### config.mk
export PLATFORM = sky130hd
export DESIGN_NAME = tdc_thermo_encoder_flat
export DESIGN_NICKNAME = d
export VERILOG_FILES = /design/src/rtl/tdc_thermo_encoder_if.sv /design/src/rtl/tdc_thermo_encoder.sv /design/src/flat_wrapper.sv
export SDC_FILE = /design/constraint.sdc
export NUM_CORES = 1
export LEC_CHECK = 0
export BUFFER_PORTS_ARGS = -buffer_cell sky130_fd_sc_hd__buf_4
export CAP_MARGIN = 30
export CORE_MARGIN = 3
export CORE_UTILIZATION = 56
export CTS_BUF_LIST = sky130_fd_sc_hd__clkbuf_2 sky130_fd_sc_hd__clkbuf_4 sky130_fd_sc_hd__clkbuf_8
export DETAILED_ROUTE_END_ITERATION = 16
export GPL_TIMING_DRIVEN = 0
export HOLD_SLACK_MARGIN = 0.1
export PLACE_DENSITY_LB_ADDON = 0.3
export REMOVE_ABC_BUFFERS = 1
export SLEW_MARGIN = 5
export SYNTH_ARGS = -nofsm -noshare
export SYNTH_HDL_FRONTEND = slang
export SYNTH_SLANG_ARGS = --single-unit
### constraint.sdc
create_clock -name clk -period 5.7 [get_ports clk]
set_input_delay 1.14 -clock clk [delete_from_list [all_inputs] [get_ports clk]]
set_output_delay 1.14 -clock clk [all_outputs]
set_load 0.01 [all_outputs]
### src/rtl/tdc_thermo_encoder_if.sv
// TDC encoder bus: raw taps and enable in, fine-time bin results out.
// master drives the taps; slave is the encoder.
interface tdc_thermo_encoder_if #(
  parameter int NUM_TAPS = 240,
  parameter int BIN_W    = 8
);
  logic [NUM_TAPS-1:0] taps_in;
  logic                enable;
  logic [BIN_W-1:0]    bin_out;
  logic                bin_valid;
  logic                overflow;
  logic [15:0]         hit_count;

  modport master (
    output taps_in, enable,
    input  bin_out, bin_valid, overflow, hit_count
  );

  modport slave (
    input  taps_in, enable,
    output bin_out, bin_valid, overflow, hit_count
  );
endinterface

### src/rtl/tdc_thermo_encoder.sv
// TDC thermometer encoder: 2-flop capture, bubble correction,
// pipelined ones-count, dead time and code-density hit counter.
module tdc_thermo_encoder #(
  parameter int NUM_TAPS    = 240,
  parameter int BIN_W       = 8,
  parameter int DEAD_CYCLES = 4
) (
  input  logic                  clk,
  input  logic                  rst,
  tdc_thermo_encoder_if.slave   bus
);
  localparam int NG = (NUM_TAPS + 15) / 16;
  localparam int PW = NG * 16;
  localparam int DW = $clog2(DEAD_CYCLES + 1);

  logic [NUM_TAPS-1:0] q1_q, q2_q;
  logic [NUM_TAPS-1:0] c_q, c_d;
  logic                c0_prev_q;
  logic [1:0]          arm_cnt_q;
  logic                armed_q;
  logic [DW-1:0]       dead_q, dead_d;
  logic                ev_d;
  logic [NG-1:0][4:0]  grp_q, grp_d;
  logic                ev4_q;
  logic                valid_q;
  logic [BIN_W-1:0]    bin_q, sum_d;
  logic                ovf_q;
  logic [15:0]         hit_cnt_q, hit_cnt_d;
  logic [NUM_TAPS+1:0] ext;
  logic [PW-1:0]       pad;

  // ext[i] is q2[i-1]; virtual taps: q2[-1]=1, q2[NUM_TAPS]=0
  always_comb begin
    ext = {1'b0, q2_q, 1'b1};
    c_d = '0;
    for (int i = 0; i < NUM_TAPS; i++) begin
      c_d[i] = (ext[i] & ext[i+1]) |
               (ext[i] & ext[i+2]) |
               (ext[i+1] & ext[i+2]);
    end
  end

  always_comb begin
    ev_d = c_q[0] & ~c0_prev_q & bus.enable &
           armed_q & (dead_q == '0);
    dead_d = dead_q;
    if (ev_d)
      dead_d = DW'(DEAD_CYCLES);
    else if (dead_q != '0)
      dead_d = dead_q - 1'b1;
  end

  always_comb begin
    pad = '0;
    pad[NUM_TAPS-1:0] = c_q;
    grp_d = '0;
    for (int g = 0; g < NG; g++) begin
      for (int k = 0; k < 16; k++) begin
        grp_d[g] = grp_d[g] + 5'(pad[g*16+k]);
      end
    end
  end

  always_comb begin
    sum_d = '0;
    for (int g = 0; g < NG; g++) begin
      sum_d = sum_d + BIN_W'(grp_q[g]);
    end
  end

  always_comb begin
    hit_cnt_d = hit_cnt_q;
    if (ev4_q && hit_cnt_q != 16'hFFFF)
      hit_cnt_d = hit_cnt_q + 16'd1;
  end

  always_ff @(posedge clk) begin
    if (!rst) begin
      q1_q      <= '0;
      q2_q      <= '0;
      c_q       <= '0;
      c0_prev_q <= 1'b0;
      arm_cnt_q <= '0;
      armed_q   <= 1'b0;
      dead_q    <= '0;
      grp_q     <= '0;
      ev4_q     <= 1'b0;
      valid_q   <= 1'b0;
      bin_q     <= '0;
      ovf_q     <= 1'b0;
      hit_cnt_q <= '0;
    end else begin
      q1_q      <= bus.taps_in;
      q2_q      <= q1_q;
      c_q       <= c_d;
      c0_prev_q <= c_q[0];
      // armed once c0_prev holds a sample taken after reset
      if (arm_cnt_q != 2'd3)
        arm_cnt_q <= arm_cnt_q + 2'd1;
      else
        armed_q <= 1'b1;
      dead_q    <= dead_d;
      grp_q     <= grp_d;
      ev4_q     <= ev_d;
      valid_q   <= ev4_q;
      if (ev4_q)
        bin_q   <= sum_d;
      ovf_q     <= ev4_q && (sum_d == BIN_W'(NUM_TAPS));
      hit_cnt_q <= hit_cnt_d;
    end
  end

  assign bus.bin_out   = bin_q;
  assign bus.bin_valid = valid_q;
  assign bus.overflow  = ovf_q;
  assign bus.hit_count = hit_cnt_q;
endmodule

### src/flat_wrapper.sv
// flat-port wrapper written by rule: the top's interface ports become plain ports
module tdc_thermo_encoder_flat 
#(
  parameter int NUM_TAPS    = 240,
  parameter int BIN_W       = 8,
  parameter int DEAD_CYCLES = 4
)
  (clk, rst, bus_taps_in, bus_enable, bus_bin_out, bus_bin_valid, bus_overflow, bus_hit_count);
  tdc_thermo_encoder_if #(.NUM_TAPS(NUM_TAPS), .BIN_W(BIN_W)) bus_i ();
  input  logic clk;
  input  logic rst;
  input wire logic [$bits(bus_i.taps_in)-1:0] bus_taps_in;
  input wire logic [$bits(bus_i.enable)-1:0] bus_enable;
  output wire logic [$bits(bus_i.bin_out)-1:0] bus_bin_out;
  output wire logic [$bits(bus_i.bin_valid)-1:0] bus_bin_valid;
  output wire logic [$bits(bus_i.overflow)-1:0] bus_overflow;
  output wire logic [$bits(bus_i.hit_count)-1:0] bus_hit_count;
  assign bus_i.taps_in = bus_taps_in;
  assign bus_i.enable = bus_enable;
  assign bus_bin_out = bus_i.bin_out;
  assign bus_bin_valid = bus_i.bin_valid;
  assign bus_overflow = bus_i.overflow;
  assign bus_hit_count = bus_i.hit_count;
  tdc_thermo_encoder #(.NUM_TAPS(NUM_TAPS), .BIN_W(BIN_W), .DEAD_CYCLES(DEAD_CYCLES)) u_core (.clk(clk), .rst(rst), .bus(bus_i));
endmodule
==> flow_summary.ini <==
[synthesis]
synth_edf_count = 0
syn_inst = 3103
avgSynthCellArea_um2 = 10.3
yosysUniqueCellTypes = 43
synth_area_leaders = dfxtp_1 (52%), fa_1 (13%), and2_1 (10%)
synthArstFlopShare = 0
syn-cell-area_um2 = 31900
yosys.area.top_type = dfxtp_1
synth_ff_type = dfxtp_1
seq_area_frac_synth = 0.520
yosysWarningCount = 0
ys_seq_elements = 829
synth.top_cell.area_share = 0.520

[clock_tree]
clock_path_buffers = 3
cts_sinks = 829
cts_root_buf = clkbuf_8
path_clk_slew_ps = 60
htreeDepth = 4
numCtsBuffers = 131
cts_tree = yes
clk_latency_ps = 750

[floorplan]
io_pins = 269
die_area_um2 = 59900
coreArea_um2 = 55700
die_x_um = 245
fp.dieH_um = 245
start_util = 0.572
num_rows = 86

[worst_setup_path]
worst_ep_required_time_ps = 6350
cp_max_fo = 4
critPathKind = flip-flop to flip-flop
start_kind = flip-flop
path_common_cell = fa_1
cpPeakStageDelay_ps = 570
crit_slowest_cell = fa_1
crit_chain = ha_1, a21o_1, a21oi_2, xnor2_2, fa_1, inv_1, fa_1, fa_1, inv_2, fa_1, fa_1, inv_1, fa_1, inv_1, ha_4, a211oi_2, nor2_1, xor2_1, nand4_1, nor4_2
crit_path_end_kind = flip-flop
crit_arrival_ps = 6430

[layout]
final_cells = 4265
final_common_cell = dfxtp_1
syn2layout_area_growth_pct = 17.6
layout-drive-gt1-share = 0.153
final_nets = 3973
final_cell_area_um2 = 37500
final_cell_mix = dfxtp_1 (827), and2_1 (513), inv_1 (367)

[power_and_ir_drop]
pwr-share-seq = 0.506
clkPwrFrac = 0.418
combPwrFrac = 0.076
leakagePower_nw = 16.0
p_sw_mw = 2.76
power_density_nw_per_um2 = 323
power_mw = 12.1
p_int_mw = 9.36
peakVddDrop_mv = 0.199
power.share.switching = 0.228

[global_routing]
grtUsageTotal = 0.190
grt_max_degree = 203
grt_overflow = 0
antenna_found_initial = 1
grt_pass1_wl_mm = 93.8
grt_pass1_vias = 20947

[run_status]
outcome = finished with violations
violations = setup timing

[sta]
rsz0062_at_grt = yes
maxSlewHeadroom = 0.529
maxSlewViolCount = 0
hold_viol = 0
max_freq_mhz = 173
setup_viol = 2
period_minus_slack_ps = 5790
fin_ws_ps = -86.6
tightest_slew_ps = 705
period_share = 1.02
skew_ps = 32.5

[detailed_routing]
routed_via_density = 4.74
drt-total-wl_mm = 54.5
drtIter0Drc = 685
ant_nets = 0
dr.pass1.iters = 5
drc = 0
vias = 20214
wire_per_inst_um = 12.8

[placement]
gp_routability_congestion = 0.782
io_buffers = 268
dp_cells = 4029
dpl.hpwl_mm = 38.2
placed_area_um2 = 34600

[hold_path]
hold_class = flip-flop to flip-flop

[run]
drv_cap = 0
-- kinds of logic (layout without fill, tap and decap cells) --
logic type	after synthesis	in the layout	share of synthesized area
flops	829	829	0.520
mux	7	7	0.00220
other cells	0	1	0
xor+xnor	53	53	0.0146
compound gates	551	551	0.0890
simple gates	889	889	0.149
buf+inv	465	878	0.0550
fa+ha+maj	309	309	0.170
-- layout make-up --
cell class | instances | area (um2)
Clock inverter | 21 | 165
Tap cell | 748 | 936
Inverter | 371 | 1400
Antenna cell | 1 | 2.50
Fill cell | 4234 | 18200
Clock buffer | 207 | 2550
Sequential cell | 829 | 16600
Multi-Input combinational cell | 1809 | 13700
Timing Repair Buffer | 279 | 2180
-- routing by layer --
metal  wire [um]  vias to the layer above  track usage
met5           0                        -            0
met4        1210                        0       0.0752
met3        2400                      102       0.0424
met2       27600                      341        0.334
met1       23300                     9432        0.226
li1            -                    10339            -
-- power by group through the flow --
stage               Combinational (mW)  Clock [mW]  Sequential (mW)
floorplan                        0.532           0             6.22
global placement                 0.841           0             6.25
detailed placement               0.875           0             6.26
CTS                              0.911        5.21             6.14
global route                      1.06        5.48             6.16
finish                           0.919        5.06             6.14
-- sequential cells by signal (all words and copies together) (netlist names), 2 cells and up --
register	count
u_core.bus.bin_out	8
u_core.q1_q	240
u_core.dead_q	3
u_core.arm_cnt_q	2
u_core.c_q	240
u_core.q2_q	240
u_core.bus.hit_count	16
u_core.grp_q	75
-- final timing paths --
path | start | endpoint | depth (start not counted) | slack [ps]
setup reg to reg | u_core.grp_q[1]$_SDFF_PN0_ | u_core.bus.overflow$_SDFF_PN0_ | 20 | -90
hold / removal | u_core.q1_q[167]$_SDFF_PN0_ | u_core.q2_q[167]$_SDFF_PN0_ | 1 | 410
hold reg to reg | u_core.q1_q[167]$_SDFF_PN0_ | u_core.q2_q[167]$_SDFF_PN0_ | 1 | 410
setup / recovery | u_core.grp_q[1]$_SDFF_PN0_ | u_core.bus.overflow$_SDFF_PN0_ | 20 | -90
-- through the flow --
step / worst slack, ps / hold WS, ps / setup TNS, ps / utilization
2_1_floorplan: -702 / 412 / -87820 / -
3_3_place_gp: -7670 / 419 / -2029620 / 0.619
3_5_place_dp: -569 / 417 / -1720 / 0.621
4_1_cts: 9.47 / 408 / 0 / 0.672
5_1_grt: -308 / 431 / -852 / 0.673
6_report: -86.6 / 408 / -98.5 / 0.673
-- worst max-delay path, delay by kind of cell, from the launching register on --
family / cells / cell delay [ps]
flops: 1 / 320
fa+ha+maj: 8 / 3610
xor+xnor: 2 / 360
simple gates: 3 / 550
buf+inv: 4 / 230
compound gates: 3 / 600
-- synth_stat cells (3+ instances only) --
cell,instances
and3_1,5
a211oi_1,4
buf_2,3
dfxtp_1,829
clkbuf_1,87
ha_1,102
buf_1,3
nor2_1,79
xnor2_1,24
and2_1,513
nor3_1,3
o21ai_0,244
a21o_1,18
nand2_1,260
mux2i_1,7
nand3_1,3
xor2_1,29
inv_1,370
fa_1,207
nand4_1,11
a21oi_1,276
-- repair_timing --
action / in CTS / in global routing
setup endpoints to repair: 5 / 5
buffers inserted: 4 / 3
hold buffers: 0 / 0
pin swaps: 29 / 19
gates resized for setup: 21 / 5
hold endpoints to repair: 0 / 0
(Power assumes the default switching activity.)
